--- src/rtl/accel_cfg_arbiter_if.sv ---
// Bundle of signals between the requesters, the config arbiter and the accelerator
// register port.
//   slave  : arbiter view. Takes the per-master requests and the register-port responses.
//            Drives grants, responses, the register-port request and busy.
//   master : environment view, i.e. the requesters plus the register port.
// Signal suffixes are written from the arbiter's point of view.
//   req_i/we_i/addr_i/wdata_i/be_i : per-master request fields, flattened by master index
//   gnt_o/rvalid_o/rdata_o/err_o   : one-hot grant, one-hot response, shared data, error flag
//   slv_*_o                        : captured request presented to the register port
//   slv_gnt_i/slv_rvalid_i/slv_rdata_i : register-port accept and response
//   busy_o                         : a transaction is in flight
interface accel_cfg_arbiter_if #(
  parameter int unsigned NrMasters = 3,
  parameter int unsigned AddrWidth = 64,
  parameter int unsigned DataWidth = 64
);
  localparam int unsigned BeWidth = DataWidth / 8;

  logic [NrMasters-1:0]           req_i;
  logic [NrMasters-1:0]           we_i;
  logic [NrMasters*AddrWidth-1:0] addr_i;
  logic [NrMasters*DataWidth-1:0] wdata_i;
  logic [NrMasters*BeWidth-1:0]   be_i;
  logic [NrMasters-1:0]           gnt_o;
  logic [NrMasters-1:0]           rvalid_o;
  logic [DataWidth-1:0]           rdata_o;
  logic                           err_o;
  logic                           slv_req_o;
  logic                           slv_we_o;
  logic [AddrWidth-1:0]           slv_addr_o;
  logic [DataWidth-1:0]           slv_wdata_o;
  logic [BeWidth-1:0]             slv_be_o;
  logic                           slv_gnt_i;
  logic                           slv_rvalid_i;
  logic [DataWidth-1:0]           slv_rdata_i;
  logic                           busy_o;

  modport slave (
    input  req_i, we_i, addr_i, wdata_i, be_i, slv_gnt_i, slv_rvalid_i, slv_rdata_i,
    output gnt_o, rvalid_o, rdata_o, err_o, slv_req_o, slv_we_o, slv_addr_o, slv_wdata_o,
           slv_be_o, busy_o
  );

  modport master (
    output req_i, we_i, addr_i, wdata_i, be_i, slv_gnt_i, slv_rvalid_i, slv_rdata_i,
    input  gnt_o, rvalid_o, rdata_o, err_o, slv_req_o, slv_we_o, slv_addr_o, slv_wdata_o,
           slv_be_o, busy_o
  );
endinterface

--- src/rtl/accel_cfg_arbiter.sv ---
// Round-robin arbiter that shares the accelerator config register port between NrMasters
// requesters. It keeps one transaction in flight at a time.
// A granted request is range- and alignment-checked:
//   - a hit is issued to the register port;
//   - a miss, or a timeout, returns an error response to the owner.
// Ports:
//   clk_i  : clock
//   rst_ni : asynchronous active-low reset; aborts any transaction without a response
//   bus_io : accel_cfg_arbiter_if.slave, the request, response and register-port signals
module accel_cfg_arbiter #(
  parameter int unsigned NrMasters     = 3,
  parameter int unsigned AddrWidth     = 64,
  parameter int unsigned DataWidth     = 64,
  parameter logic [63:0] BaseAddr      = 64'h5000_0000,
  parameter logic [63:0] RegionLen     = 64'h1000,
  parameter int unsigned TimeoutCycles = 255
) (
  input logic                clk_i,
  input logic                rst_ni,
  accel_cfg_arbiter_if.slave bus_io
);
  localparam int unsigned BeWidth  = DataWidth / 8;
  localparam int unsigned IdxWidth = (NrMasters > 1) ? $clog2(NrMasters) : 1;
  localparam int unsigned OffWidth = $clog2(BeWidth);
  // One extra bit so that BaseAddr + RegionLen cannot wrap.
  localparam logic [AddrWidth:0] LoBound = (AddrWidth+1)'(BaseAddr);
  localparam logic [AddrWidth:0] HiBound = LoBound + (AddrWidth+1)'(RegionLen);
  localparam logic [15:0] TimeoutLast = 16'(TimeoutCycles - 1);

  typedef enum logic [1:0] {StIdle, StIssue, StWaitRsp, StErr} state_e;

  state_e                state_q, state_d;
  logic [IdxWidth-1:0]   rr_q, rr_d;
  logic [IdxWidth-1:0]   owner_q, owner_d;
  logic [15:0]           cnt_q, cnt_d;
  logic                  we_q, we_d;
  logic [AddrWidth-1:0]  addr_q, addr_d;
  logic [DataWidth-1:0]  wdata_q, wdata_d;
  logic [BeWidth-1:0]    be_q, be_d;

  logic                  win_valid;
  logic [IdxWidth-1:0]   win_idx;
  logic [AddrWidth-1:0]  win_addr;
  logic [AddrWidth:0]    win_ext;
  logic                  dec_hit;
  logic                  rsp_ok;

  // Pick the first requester at or after the round-robin pointer, wrapping cyclically.
  always_comb begin
    logic [IdxWidth:0] cand;
    win_valid = 1'b0;
    win_idx   = '0;
    cand      = '0;
    for (int unsigned k = 0; k < NrMasters; k++) begin
      cand = {1'b0, rr_q} + (IdxWidth+1)'(k);
      if (cand >= (IdxWidth+1)'(NrMasters)) begin
        cand = cand - (IdxWidth+1)'(NrMasters);
      end
      if (!win_valid && bus_io.req_i[cand[IdxWidth-1:0]]) begin
        win_valid = 1'b1;
        win_idx   = cand[IdxWidth-1:0];
      end
    end
  end

  assign win_addr = bus_io.addr_i[win_idx*AddrWidth +: AddrWidth];
  assign win_ext  = {1'b0, win_addr};
  assign dec_hit  = (win_ext >= LoBound) && (win_ext < HiBound) &&
                    (win_addr[OffWidth-1:0] == '0);

  always_comb begin
    state_d = state_q;
    rr_d    = rr_q;
    owner_d = owner_q;
    cnt_d   = cnt_q;
    we_d    = we_q;
    addr_d  = addr_q;
    wdata_d = wdata_q;
    be_d    = be_q;
    unique case (state_q)
      StIdle: begin
        if (win_valid) begin
          state_d = dec_hit ? StIssue : StErr;
          rr_d    = (win_idx == IdxWidth'(NrMasters - 1)) ? '0 : win_idx + IdxWidth'(1);
          owner_d = win_idx;
          cnt_d   = '0;
          we_d    = bus_io.we_i[win_idx];
          addr_d  = win_addr;
          wdata_d = bus_io.wdata_i[win_idx*DataWidth +: DataWidth];
          be_d    = bus_io.be_i[win_idx*BeWidth +: BeWidth];
        end
      end
      StIssue: begin
        cnt_d = cnt_q + 16'd1;
        // A response in the grant cycle is ignored: the port answers at least a cycle later.
        if (cnt_q == TimeoutLast) begin
          state_d = StErr;
        end else if (bus_io.slv_gnt_i) begin
          state_d = StWaitRsp;
        end
      end
      StWaitRsp: begin
        cnt_d = cnt_q + 16'd1;
        if (bus_io.slv_rvalid_i) begin
          state_d = StIdle;
        end else if (cnt_q == TimeoutLast) begin
          state_d = StErr;
        end
      end
      StErr:   state_d = StIdle;
      default: state_d = StIdle;
    endcase
  end

  always_ff @(posedge clk_i or negedge rst_ni) begin
    if (!rst_ni) begin
      state_q <= StIdle;
      rr_q    <= '0;
      owner_q <= '0;
      cnt_q   <= '0;
      we_q    <= 1'b0;
      addr_q  <= '0;
      wdata_q <= '0;
      be_q    <= '0;
    end else begin
      state_q <= state_d;
      rr_q    <= rr_d;
      owner_q <= owner_d;
      cnt_q   <= cnt_d;
      we_q    <= we_d;
      addr_q  <= addr_d;
      wdata_q <= wdata_d;
      be_q    <= be_d;
    end
  end

  assign rsp_ok = (state_q == StWaitRsp) && bus_io.slv_rvalid_i;

  // The grant is combinational from req_i, so mask it while reset is asserted.
  assign bus_io.gnt_o = (rst_ni && state_q == StIdle && win_valid) ?
                        (NrMasters'(1) << win_idx) : '0;
  assign bus_io.rvalid_o = (rsp_ok || state_q == StErr) ? (NrMasters'(1) << owner_q) : '0;
  assign bus_io.rdata_o  = rsp_ok ? bus_io.slv_rdata_i : '0;
  assign bus_io.err_o    = (state_q == StErr);

  assign bus_io.slv_req_o   = (state_q == StIssue);
  assign bus_io.slv_we_o    = we_q;
  assign bus_io.slv_addr_o  = addr_q;
  assign bus_io.slv_wdata_o = wdata_q;
  assign bus_io.slv_be_o    = be_q;
  assign bus_io.busy_o      = (state_q != StIdle);
endmodule
--- src/flat_wrapper.sv ---
// flat-port wrapper written by rule: the top's interface ports become plain ports
module accel_cfg_arbiter_flat 
#(
  parameter int unsigned NrMasters     = 3,
  parameter int unsigned AddrWidth     = 64,
  parameter int unsigned DataWidth     = 64,
  parameter logic [63:0] BaseAddr      = 64'h5000_0000,
  parameter logic [63:0] RegionLen     = 64'h1000,
  parameter int unsigned TimeoutCycles = 255
)
  (clk_i, rst_ni, bus_io_req_i, bus_io_we_i, bus_io_addr_i, bus_io_wdata_i, bus_io_be_i, bus_io_slv_gnt_i, bus_io_slv_rvalid_i, bus_io_slv_rdata_i, bus_io_gnt_o, bus_io_rvalid_o, bus_io_rdata_o, bus_io_err_o, bus_io_slv_req_o, bus_io_slv_we_o, bus_io_slv_addr_o, bus_io_slv_wdata_o, bus_io_slv_be_o, bus_io_busy_o);
  accel_cfg_arbiter_if #(.NrMasters(NrMasters), .AddrWidth(AddrWidth), .DataWidth(DataWidth)) bus_io_i ();
  input logic clk_i;
  input logic rst_ni;
  input wire logic [$bits(bus_io_i.req_i)-1:0] bus_io_req_i;
  input wire logic [$bits(bus_io_i.we_i)-1:0] bus_io_we_i;
  input wire logic [$bits(bus_io_i.addr_i)-1:0] bus_io_addr_i;
  input wire logic [$bits(bus_io_i.wdata_i)-1:0] bus_io_wdata_i;
  input wire logic [$bits(bus_io_i.be_i)-1:0] bus_io_be_i;
  input wire logic [$bits(bus_io_i.slv_gnt_i)-1:0] bus_io_slv_gnt_i;
  input wire logic [$bits(bus_io_i.slv_rvalid_i)-1:0] bus_io_slv_rvalid_i;
  input wire logic [$bits(bus_io_i.slv_rdata_i)-1:0] bus_io_slv_rdata_i;
  output wire logic [$bits(bus_io_i.gnt_o)-1:0] bus_io_gnt_o;
  output wire logic [$bits(bus_io_i.rvalid_o)-1:0] bus_io_rvalid_o;
  output wire logic [$bits(bus_io_i.rdata_o)-1:0] bus_io_rdata_o;
  output wire logic [$bits(bus_io_i.err_o)-1:0] bus_io_err_o;
  output wire logic [$bits(bus_io_i.slv_req_o)-1:0] bus_io_slv_req_o;
  output wire logic [$bits(bus_io_i.slv_we_o)-1:0] bus_io_slv_we_o;
  output wire logic [$bits(bus_io_i.slv_addr_o)-1:0] bus_io_slv_addr_o;
  output wire logic [$bits(bus_io_i.slv_wdata_o)-1:0] bus_io_slv_wdata_o;
  output wire logic [$bits(bus_io_i.slv_be_o)-1:0] bus_io_slv_be_o;
  output wire logic [$bits(bus_io_i.busy_o)-1:0] bus_io_busy_o;
  assign bus_io_i.req_i = bus_io_req_i;
  assign bus_io_i.we_i = bus_io_we_i;
  assign bus_io_i.addr_i = bus_io_addr_i;
  assign bus_io_i.wdata_i = bus_io_wdata_i;
  assign bus_io_i.be_i = bus_io_be_i;
  assign bus_io_i.slv_gnt_i = bus_io_slv_gnt_i;
  assign bus_io_i.slv_rvalid_i = bus_io_slv_rvalid_i;
  assign bus_io_i.slv_rdata_i = bus_io_slv_rdata_i;
  assign bus_io_gnt_o = bus_io_i.gnt_o;
  assign bus_io_rvalid_o = bus_io_i.rvalid_o;
  assign bus_io_rdata_o = bus_io_i.rdata_o;
  assign bus_io_err_o = bus_io_i.err_o;
  assign bus_io_slv_req_o = bus_io_i.slv_req_o;
  assign bus_io_slv_we_o = bus_io_i.slv_we_o;
  assign bus_io_slv_addr_o = bus_io_i.slv_addr_o;
  assign bus_io_slv_wdata_o = bus_io_i.slv_wdata_o;
  assign bus_io_slv_be_o = bus_io_i.slv_be_o;
  assign bus_io_busy_o = bus_io_i.busy_o;
  accel_cfg_arbiter #(.NrMasters(NrMasters), .AddrWidth(AddrWidth), .DataWidth(DataWidth), .BaseAddr(BaseAddr), .RegionLen(RegionLen), .TimeoutCycles(TimeoutCycles)) u_core (.clk_i(clk_i), .rst_ni(rst_ni), .bus_io(bus_io_i));
endmodule
--- config.mk ---
export PLATFORM = sky130hd
export DESIGN_NAME = accel_cfg_arbiter_flat
export DESIGN_NICKNAME = d
export VERILOG_FILES = /design/src/rtl/accel_cfg_arbiter_if.sv /design/src/rtl/accel_cfg_arbiter.sv /design/src/flat_wrapper.sv
export SDC_FILE = /design/constraint.sdc
export NUM_CORES = 1
export LEC_CHECK = 0
export BUFFER_PORTS_ARGS = -buffer_cell sky130_fd_sc_hd__buf_4
export CAP_MARGIN = 10
export CORE_AREA = 3 3 269 271
export DETAILED_ROUTE_END_ITERATION = 12
export DIE_AREA = 0 0 272 274
export PLACE_DENSITY = 0.32
export SYNTH_ARGS = -nofsm -noshare
export SYNTH_HDL_FRONTEND = slang
export SYNTH_SLANG_ARGS = --single-unit
--- constraint.sdc ---
create_clock -name clk_i -period 4.13 [get_ports clk_i]
set_input_delay 0.2065 -clock clk_i [delete_from_list [all_inputs] [get_ports clk_i]]
set_output_delay 0.2065 -clock clk_i [all_outputs]
set_load 0.02 [all_outputs]
==> results of run 1 <==
through the flow:
step / instances / total power (W) / hold slack (ps) / setup slack, ps / utilization, %
floorplan: 1307 / 0.00808 / -89.1 / 998 / -
global placement: 2848 / 0.0119 / 305 / 20.5 / 22.7
detailed placement: 2848 / 0.0119 / 298 / 41.6 / 22.7
CTS: 2970 / 0.0138 / 0.366 / 19.1 / 24.8
global route: 2972 / 0.0148 / 20.8 / 58.6 / 24.8
finish: 2974 / 0.0134 / 46.2 / 317 / 24.9
sequential cells by signal, summed over array words and instances, names as in the netlist:
register and cells:
u_core.bus_io.slv_addr_o 64, u_core.bus_io.slv_wdata_o 64, u_core.cnt_q 16, u_core.bus_io.slv_be_o 8
u_core.owner_q 2, u_core.rr_q 2, u_core.state_q 2, u_core.bus_io.slv_we_o 1
how the worst min path moves through the flow:
stage	startpoint	endpoint	slack (ps)	depth (start not counted)
2_1_floorplan	rst_ni	u_core.bus_io.slv_addr_o[0]	-90	0
3_3_place_gp	rst_ni	u_core.rr_q[1]	310	1
3_5_place_dp	rst_ni	u_core.bus_io.slv_addr_o[18]	300	1
4_1_cts	bus_io_addr_i[150]	u_core.bus_io.slv_addr_o[22]	0.4	3
5_1_grt	bus_io_addr_i[153]	u_core.bus_io.slv_addr_o[25]	20	3
6_report	bus_io_wdata_i[185]	u_core.bus_io.slv_wdata_o[57]	50	3
synth_stat cells (5+ instances only):
master / n / area, sq um
a21oi_1: 245 / 1230
xor2_1: 12 / 105
nand2_1: 389 / 1460
and3_1: 66 / 413
nand3_1: 6 / 30.0
inv_1: 11 / 41.3
clkbuf_1: 79 / 297
ha_1: 11 / 138
nor4_1: 18 / 113
buf_2: 22 / 110
mux2i_1: 17 / 170
nor2_1: 24 / 90.1
dfrtp_1: 159 / 3980
mux2_2: 15 / 169
nand4_1: 11 / 68.8
o211a_1: 5 / 50.1
o21ai_0: 144 / 721
nor3_1: 8 / 40.0
buf_1: 5 / 18.8
worst max-delay path, stage by stage, from the launching register on:
cell and delay [ps]:
dfrtp_1 410, inv_1 90, ha_1 370, mux2i_1 380, o211a_1 270, o22a_4 430, mux2_2 380, mux2i_1 300
o211ai_1 140, or4b_1 510, and4b_1 310, a21oi_1 70
per-layer routing:
layer	wire, microns	track usage [%]	share of wire, %	vias to the layer above
met1	22500	16.3	38	5644
met2	30700	28.4	52	481
met3	4890	5.37	8.2	65
met4	1400	4.79	2.3	14
met5	84	0	0.14	-
li1	-	-	-	5925
repair_timing:
item | in CTS | in global routing
hold buffers | 91 | 0
hold endpoints to repair | 152 | 0
gates resized for setup | 2 | 2
setup endpoints to repair | 1 | 18
gates cloned | 0 | 1
where the power goes:
group | switching [W] | internal, W
clock | 0.000779 | 0.000916
combinational | 0.00586 | 0.00322
sequential | 0.000401 | 0.00227
cell type report:
type / count / share of cell area, %
inverter: 11 / 0.237
timing repair buffer: 800 / 36.3
tap: 940 / 6.76
antenna: 3 / 0.0431
multi-input combinational: 1030 / 30.5
clock inverter: 13 / 0.877
clock buffer: 18 / 2.52
sequential: 159 / 22.9
layout by cell type (no fill, tap or decap), types with 17 or more instances in the layout:
| cell type | n |
|---|---|
| a21oi_1 | 245 |
| and3_1 | 66 |
| buf_4 | 702 |
| clkbuf_16 | 17 |
| dfrtp_1 | 159 |
| dlygate4sd3_1 | 91 |
| mux2i_1 | 17 |
| nand2_1 | 389 |
| nor2_1 | 24 |
| nor4_1 | 18 |
| o21ai_0 | 143 |
cells by family (layout without fill, tap and decap cells):
family	count (synthesis)	in the layout	share of synthesized area, %
AOI/OAI and AO/OA	416	416	22.3
adders and majority gates	11	11	1.42
xor gates and xnor gates	14	14	1.26
buffers and inverters	119	842	5.04
DFF	159	159	41.0
and+or+nand+nor	555	556	25.4
other	0	3	0
muxes	33	33	3.61
==> summary.txt, run 1 <==
Floorplan
  – Core footprint: 70,000 sq um
  – Die height: 274 microns
  – Placement Rows: 97
  – Die area: 74,500 sq um
  – Starting density of the core: 13.9%
  – I/O pin cnt: 692
  – Die W: 272 microns

CTS
  – Buffer depth of the longest clock path: 2
  – Setup fix buffers added after clock tree synthesis: 0
  – CTS tree: done
  – Clock root buffer: clkbuf_16
  – H-tree levels: 4
  – Clock transition at the registers of the reported paths: 70 ps
  – Clk sinks: 159
  – Latest clock arrival within the worst-skew pair: 470 ps
  – CTS buffer count: 17

Layout
  – FF/Latch Area: 3980 sq um
  – Multi-input logic area: 5300 sq um
  – Area Growth Syn to Fin: 79.1%
  – Nets: 2,512
  – Layout cells sized above 1: 37.6%
  – Layout fillers: 7,859
  – Design Area, Final: 17,400 sq um

Logic synthesis
  – Yosys warning total: 0
  – Yosys cell types: 52
  – Yosys reg bits: 159
  – Ys async rst share: 100%
  – Cells after Synth: 1,307
  – Post-synth net total: 1,800
  – Synth Flop Type: dfrtp_1
  – Syn avg cell area: 7.43 sq um
  – EDFF count, synth: 0
  – Sequential area share after synthesis: 41.0%
  – Syn Std Cell Area: 9720 sq um

Setup path
  – Reg2reg path depth: 11
  – CP Capture Type: flop
  – FF-to-FF End: u_core.state_q[1]
  – Crit path to: u_core.state_q[1]
  – R2R setup slack: 320 ps
  – Arrival @ worst endpoint: 4170 ps
  – CP startpoint: u_core.rr_q[1]
  – Worst R2R Start: u_core.rr_q[1]
  – Crit Path Class: reg -> reg
  – Crit Path Max Fanout: 27
  – Crit path launch type: flop
  – CP Data Required Time: 4490 ps

Placement
  – Port Buffers: 691
  – DP Area: 15,900 sq um
  – Post-detail-place hpwl: 47.3 mm
  – Gp weighted congestion: 0.883

STA
  – Final Max Slew Viols: 0
  – TNS Setup: 0 ps
  – Worst relative slew slack: 30.6%
  – Worst-Margin Slew: 1040 ps
  – Final setup violation count: 0
  – Achievable Freq: 0.262 GHz
  – Final Cycle Share: 92.3%
  – Post-Route Skew: 8.22 ps
  – Hold Fails Final Rpt: 0
  – Setup repair after global routing missed its margin: false
  – Final min period: 3810 ps

Detailed routing
  – Final wirelength: 59.6 mm
  – Detail Route Antenna Nets: 0
  – Detailed-route DRC error count: 0
  – Drt pass-1 iters: 6
  – Wire per inst: 20.1 microns
  – Vias per std cell: 4.08
  – DR iter-0 viols: 465
  – Via Count: 12,100

Job
  – Max capacitance violation total: 0

GRT
  – Vias in the first global route: 12,600
  – GR Util All Layers: 15.4%
  – Largest net degree at the start of global routing: 172
  – Antenna violations before repair: 10
  – First-pass GRT wire length: 84.0 mm
  – Total gr overflow: 0

Pwr
  – Worst VDD drop: 488 uV
  – Cell leakage power: 8.59 nW
  – P per Cell Area: 773 nW/um^2

Status
  – Status: completed

Hold path
  – Hold WC Path Type: in -> reg
Note: power is estimated with default switching activity, not from simulation.
==> inputs of run 2 (changes only) <==
--- a/config.mk
+++ b/config.mk
@@ -10,6 +10,7 @@
 export CORE_AREA = 3 3 269 271
 export DETAILED_ROUTE_END_ITERATION = 12
 export DIE_AREA = 0 0 272 274
+export GPL_TIMING_DRIVEN = 0
 export PLACE_DENSITY = 0.32
 export SYNTH_ARGS = -nofsm -noshare
 export SYNTH_HDL_FRONTEND = slang
==> run 2 against run 1 <==
Net effect:
- hold slack worse by 10 ps
- first-iteration DRC count up 5.4%
- cell area up 1.5%
- utilization up 0.37 points
- combinational power up 13%
- flip-flop and latch count unchanged
- final cell count up 2.8%
- total power up 9.7%
- sequential power about the same
- via count up 5.6%
==> summary.txt, run 2 (synthesis results as in run 1) <==
Status
  – Status: completed

Layout
  – Layout Utilization: 25.2%
  – Commonest non-fill, non-tap cell in the layout: buf_4
  – Design Area, Final: 17,700 sq um
  – Layout cells sized above 1: 37.2%
  – Layout fillers: 7,838
  – Most frequent cells in the layout: buf_4, nand2_1, a21oi_1, dfrtp_1, o21ai_0
  – Final Non-Filler Cells: 3,056
  – Area Growth Syn to Fin: 81.8%
  – Nets: 2,593

Setup path
  – Crit Path Max Fanout: 10
  – CP peak stage delay: 610 ps
  – Crit Path Class: reg -> reg
  – CP Capture Type: flop
  – CP Data Required Time: 4490 ps
  – Critical path, cell by cell: inv_1 > ha_1 > buf_6 > mux2i_2 > o21ai_2 > o221a_2 > buf_2 > nor2_2 > mux2i_1 > nand4_1 > or4b_1 > and4b_1 > a21oi_1
  – Slowest stage cell on the critical path: nor2_2
  – Arrival @ worst endpoint: 4280 ps
  – R2R setup slack: 210 ps
  – Crit path launch type: flop

Detailed routing
  – Detailed-route DRC error count: 0
  – Vias per std cell: 4.19
  – Via Count: 12,800
  – DR iter-0 viols: 490
  – Detail Route Antenna Nets: 0
  – Drt pass-1 iters: 5
  – Final wirelength: 69.4 mm
  – Wire per inst: 22.7 microns

STA
  – Final Max Slew Viols: 0
  – Post-Route Skew: 5.95 ps
  – Setup repair after global routing missed its margin: false
  – Hold Fails Final Rpt: 0
  – Achievable Freq: 0.255 GHz
  – Final Cycle Share: 94.9%
  – Final setup violation count: 0
  – Final min period: 3920 ps
  – Worst relative slew slack: 38.7%
  – Worst-Margin Slew: 919 ps

Placement
  – Placed insts: 2,939
  – DP Area: 16,100 sq um
  – Port Buffers: 691
  – Post-detail-place hpwl: 57.5 mm
  – Gp weighted congestion: 0.907

CTS
  – Clock transition at the registers of the reported paths: 70 ps
  – CTS tree: done
  – Buffer depth of the longest clock path: 2
  – Latest clock arrival within the worst-skew pair: 480 ps
  – Clk sinks: 159
  – Clock root buffer: clkbuf_16
  – H-tree levels: 4
  – CTS buffer count: 17

GRT
  – Largest net degree at the start of global routing: 102
  – Total gr overflow: 0
  – M3 GR Usage: 5.43%
  – GR peak layer: met2
  – GR Util met1: 19.5%
  – First-pass GRT wire length: 96.0 mm
  – Vias in the first global route: 13,900
  – M2 GR Usage: 33.6%
  – GR Util All Layers: 17.9%
  – Antenna violations before repair: 10

Job
  – Max capacitance violation total: 0

Pwr
  – Cell leakage power: 8.70 nW
  – P per Cell Area: 835 nW/um^2
  – Worst VDD drop: 344 uV

Floorplan
  – Starting density of the core: 13.9%
  – Die W: 272 microns
  – I/O pin cnt: 692
  – Die height: 274 microns
  – Core footprint: 70,000 sq um
  – Die area: 74,500 sq um
  – Placement Rows: 97

Hold path
  – Hold WC Path Type: in -> reg
run 2: area by class of cell:
class	count	area, sq um	area share [%]
inverter	11	41.3	0.234
clock inverter	13	161	0.914
tap	940	1180	6.66
multi-input combinational	1029	5300	30.0
timing repair buffer	775	6050	34.3
clock buffer	19	443	2.51
antenna	3	7.51	0.0425
buffer	107	504	2.85
sequential	159	3980	22.5
run 2: through the flow:
step | setup slack, ps | power [W] | hold slack (ps) | TNS (ps)
floorplan | 998 | 0.00808 | -89.1 | 0
global placement | -1640 | 0.0131 | 464 | -193260
detailed placement | -896 | 0.0131 | 192 | -66300
CTS | 1.16 | 0.0151 | 1.22 | 0
global route | 8.47 | 0.0161 | 11.5 | 0
finish | 212 | 0.0147 | 35.7 | 0
run 2: repair_timing:
| action | in CTS | in global routing |
|---|---|---|
| setup endpoints to repair | 130 | 39 |
| pin swaps | 1 | 0 |
| gates resized for setup | 26 | 14 |
| hold endpoints to repair | 141 | 0 |
| buffers inserted | 1 | 0 |
| hold buffers | 82 | 0 |
run 2: worst paths after layout:
check	startpoint	to	depth (start not counted)
worst max-delay path	u_core.rr_q[1]	u_core.state_q[1]	13
worst min-delay path	bus_io_addr_i[131]	u_core.bus_io.slv_addr_o[3]	3
worst max register to register	u_core.rr_q[1]	u_core.state_q[1]	13
worst min register to register	u_core.bus_io.slv_addr_o[0]	u_core.bus_io.slv_addr_o[0]	2
max in group asynchronous	rst_ni	u_core.bus_io.slv_addr_o[46]	3
min in group asynchronous	rst_ni	u_core.bus_io.slv_wdata_o[59]	2
run 2: critical path: cells and delay by family, from the launching register on:
kind,cells,cell delay (ps)
AND/OR/NAND/NOR,4,1630
adder cells (fa/ha/maj),1,160
multiplexers,2,680
flip-flops,1,410
buffers and inverters,3,420
AO/OA/AOI/OAI,3,490
run 2: power breakdown:
| part | leakage (nW) | switching (W) | internal (W) | total (W) |
|---|---|---|---|---|
| sequential | 2.01 | 0.000397 | 0.00227 | 0.00267 |
| combinational | 6.40 | 0.00694 | 0.00339 | 0.0103 |
| clock | 0.286 | 0.000780 | 0.000967 | 0.00175 |
run 2: per-layer routing:
layer / vias to the layer above / part of all wire, %
li1: 6101 / -
met1: 6161 / 39
met2: 474 / 52
met3: 59 / 7.0
met4: 10 / 1.9
met5: - / 0.095
==> inputs of run 3 (changes only) <==
--- a/config.mk
+++ b/config.mk
@@ -7,11 +7,13 @@
 export LEC_CHECK = 0
 export BUFFER_PORTS_ARGS = -buffer_cell sky130_fd_sc_hd__buf_4
 export CAP_MARGIN = 10
-export CORE_AREA = 3 3 269 271
+export CORE_AREA = 2 2 268 270
 export DETAILED_ROUTE_END_ITERATION = 12
-export DIE_AREA = 0 0 272 274
+export DIE_AREA = 0 0 270 272
 export GPL_TIMING_DRIVEN = 0
 export PLACE_DENSITY = 0.32
+export SLEW_MARGIN = 40
 export SYNTH_ARGS = -nofsm -noshare
 export SYNTH_HDL_FRONTEND = slang
 export SYNTH_SLANG_ARGS = --single-unit
+export TNS_END_PERCENT = 100
==> run 3 against run 2 <==
Net effect:
- register-to-register slack about the same
- hold slack better by 1.6 ps
- cell area about the same
- via count about the same
- clock-buffer cell count down 1
- clock power about the same
- wire length up 0.71%
==> summary.txt, run 3 (synthesis results as in run 1) <==
Setup path
  – Arrival @ worst endpoint: 4280 ps
  – Crit Path Class: reg -> reg
  – CP Data Required Time: 4500 ps
  – Crit Path Max Fanout: 10
  – R2R setup slack: 220 ps
  – FF-to-FF End: u_core.state_q[1]
  – Worst R2R Start: u_core.rr_q[1]
  – Crit path launch type: flop
  – CP Capture Type: flop
  – Reg2reg path depth: 13

Detailed routing
  – Wire per inst: 22.8 microns
  – Via Count: 12,800
  – Final wirelength: 69.9 mm
  – Vias per std cell: 4.18
  – Drt pass-1 iters: 5
  – DR iter-0 viols: 639
  – Detail Route Antenna Nets: 0
  – Detailed-route DRC error count: 0

Job
  – Max capacitance violation total: 0

CTS
  – H-tree levels: 4
  – Clk sinks: 159
  – CTS tree: done
  – Buffer depth of the longest clock path: 2
  – Clock transition at the registers of the reported paths: 70 ps
  – CTS buffer count: 17
  – Latest clock arrival within the worst-skew pair: 490 ps
  – Clock root buffer: clkbuf_16

Layout
  – Final Non-Filler Cells: 3,062
  – Most frequent cells in the layout: buf_4, nand2_1, a21oi_1, dfrtp_1, o21ai_0
  – Commonest non-fill, non-tap cell in the layout: buf_4
  – Nets: 2,591
  – Layout Utilization: 25.0%
  – Area Growth Syn to Fin: 81.9%
  – Layout cells sized above 1: 37.4%

Floorplan
  – Starting density of the core: 13.7%
  – Core footprint: 70,800 sq um
  – I/O pin cnt: 692
  – Placement Rows: 98
  – Die height: 272 microns
  – Die W: 270 microns
  – Die area: 73,400 sq um

Pwr
  – Cell leakage power: 8.72 nW
  – P per Cell Area: 839 nW/um^2
  – Worst VDD drop: 385 uV

GRT
  – Total gr overflow: 0
  – Vias in the first global route: 13,700
  – First-pass GRT wire length: 97.4 mm
  – Largest net degree at the start of global routing: 64
  – Antenna violations before repair: 6
  – GR Util All Layers: 18.5%

STA
  – Final Cycle Share: 94.7%
  – TNS Setup: 0 ps
  – Setup slack after layout: 220 ps
  – Final setup violation count: 0
  – Setup repair after global routing missed its margin: false
  – Worst-Margin Slew: 850 ps
  – Final min period: 3910 ps
  – Final Max Slew Viols: 0
  – Achievable Freq: 0.256 GHz
  – Post-Route Skew: 10.2 ps
  – Hold Fails Final Rpt: 0
  – Worst relative slew slack: 43.4%

Placement
  – Port Buffers: 691
  – Gp weighted congestion: 0.991
  – Pre-CTS WS: -778 ps
  – Placed insts: 2,951
  – Post-detail-place hpwl: 58.0 mm

Hold path
  – Hold WC Path Type: in -> reg
  – Min-Delay Path Depth: 3
  – Hold path startpoint: bus_io_wdata_i[148]
  – Worst Hold End: u_core.bus_io.slv_wdata_o[20]

Status
  – Status: completed
[run 3: cell type report]
type | count | area, sq um
Clock buffer | 18 | 439
Sequential cell | 159 | 3980
Inverter | 11 | 41.3
Fill cell | 7966 | 53100
Timing Repair Buffer | 773 | 6050
Tap cell | 950 | 1190
Buffer | 107 | 499
Antenna cell | 2 | 5.00
Multi-Input combinational cell | 1029 | 5290
Clock inverter | 13 | 178
[run 3: per-stage QoR]
step | cell area, sq um | power (W) | hold slack, ps
after global placement | 16100 | 0.0131 | 465
after global routing | 17700 | 0.0161 | 39.5
final | 17700 | 0.0148 | 37.3
after CTS | 17600 | 0.0152 | 0.116
after detailed placement | 16200 | 0.0132 | 113
after floorplan | 9720 | 0.00808 | -89.1
[run 3: how the worst max path moves through the flow]
stage | slack [ps] | to | startpoint
after floorplan | 1000 | bus_io_gnt_o[0] | u_core.rr_q[0]
after global placement | -1490 | u_core.bus_io.slv_addr_o[47] | u_core.rr_q[0]
after detailed placement | -780 | u_core.bus_io.slv_addr_o[61] | u_core.rr_q[0]
after CTS | 20 | bus_io_gnt_o[2] | u_core.rr_q[1]
after global routing | 3 | bus_io_gnt_o[0] | u_core.rr_q[0]
final | 220 | u_core.state_q[1] | u_core.rr_q[1]
[run 3: worst max-delay path, cell delays in order, from the launching register on]
cell     delay [ps]
dfrtp_1         400
inv_1            90
ha_1            160
buf_6           140
mux2i_1         280
o21ai_2         140
o221a_2         290
buf_2           190
nor2_2          580
mux2i_1         400
nand4_1         120
or4b_1          580
and4b_1         330
a21oi_1          80
[run 3: routing by layer]
layer / vias up / track usage (%) / part of all wire, %
met5: - / 0 / 0.064
met1: 6124 / 20.1 / 39
met3: 65 / 5.41 / 6.8
met4: 8 / 6.08 / 2.7
li1: 6096 / - / -
met2: 508 / 34.2 / 51
[run 3: power by group]
| part | internal, W | leakage, nW | switching, W |
|---|---|---|---|
| clock | 0.000979 | 0.302 | 0.000796 |
| combinational | 0.00339 | 6.40 | 0.00697 |
| sequential | 0.00227 | 2.01 | 0.000421 |
[run 3: what timing repair did]
item                                    in CTS  in global routing
pin swaps                                    0                  1
hold endpoints to repair                   236                  0
resized for setup                           22                  7
endpoints found under the setup margin     115                 30
hold buffers                                78                  0
setup buffers                                0                  1
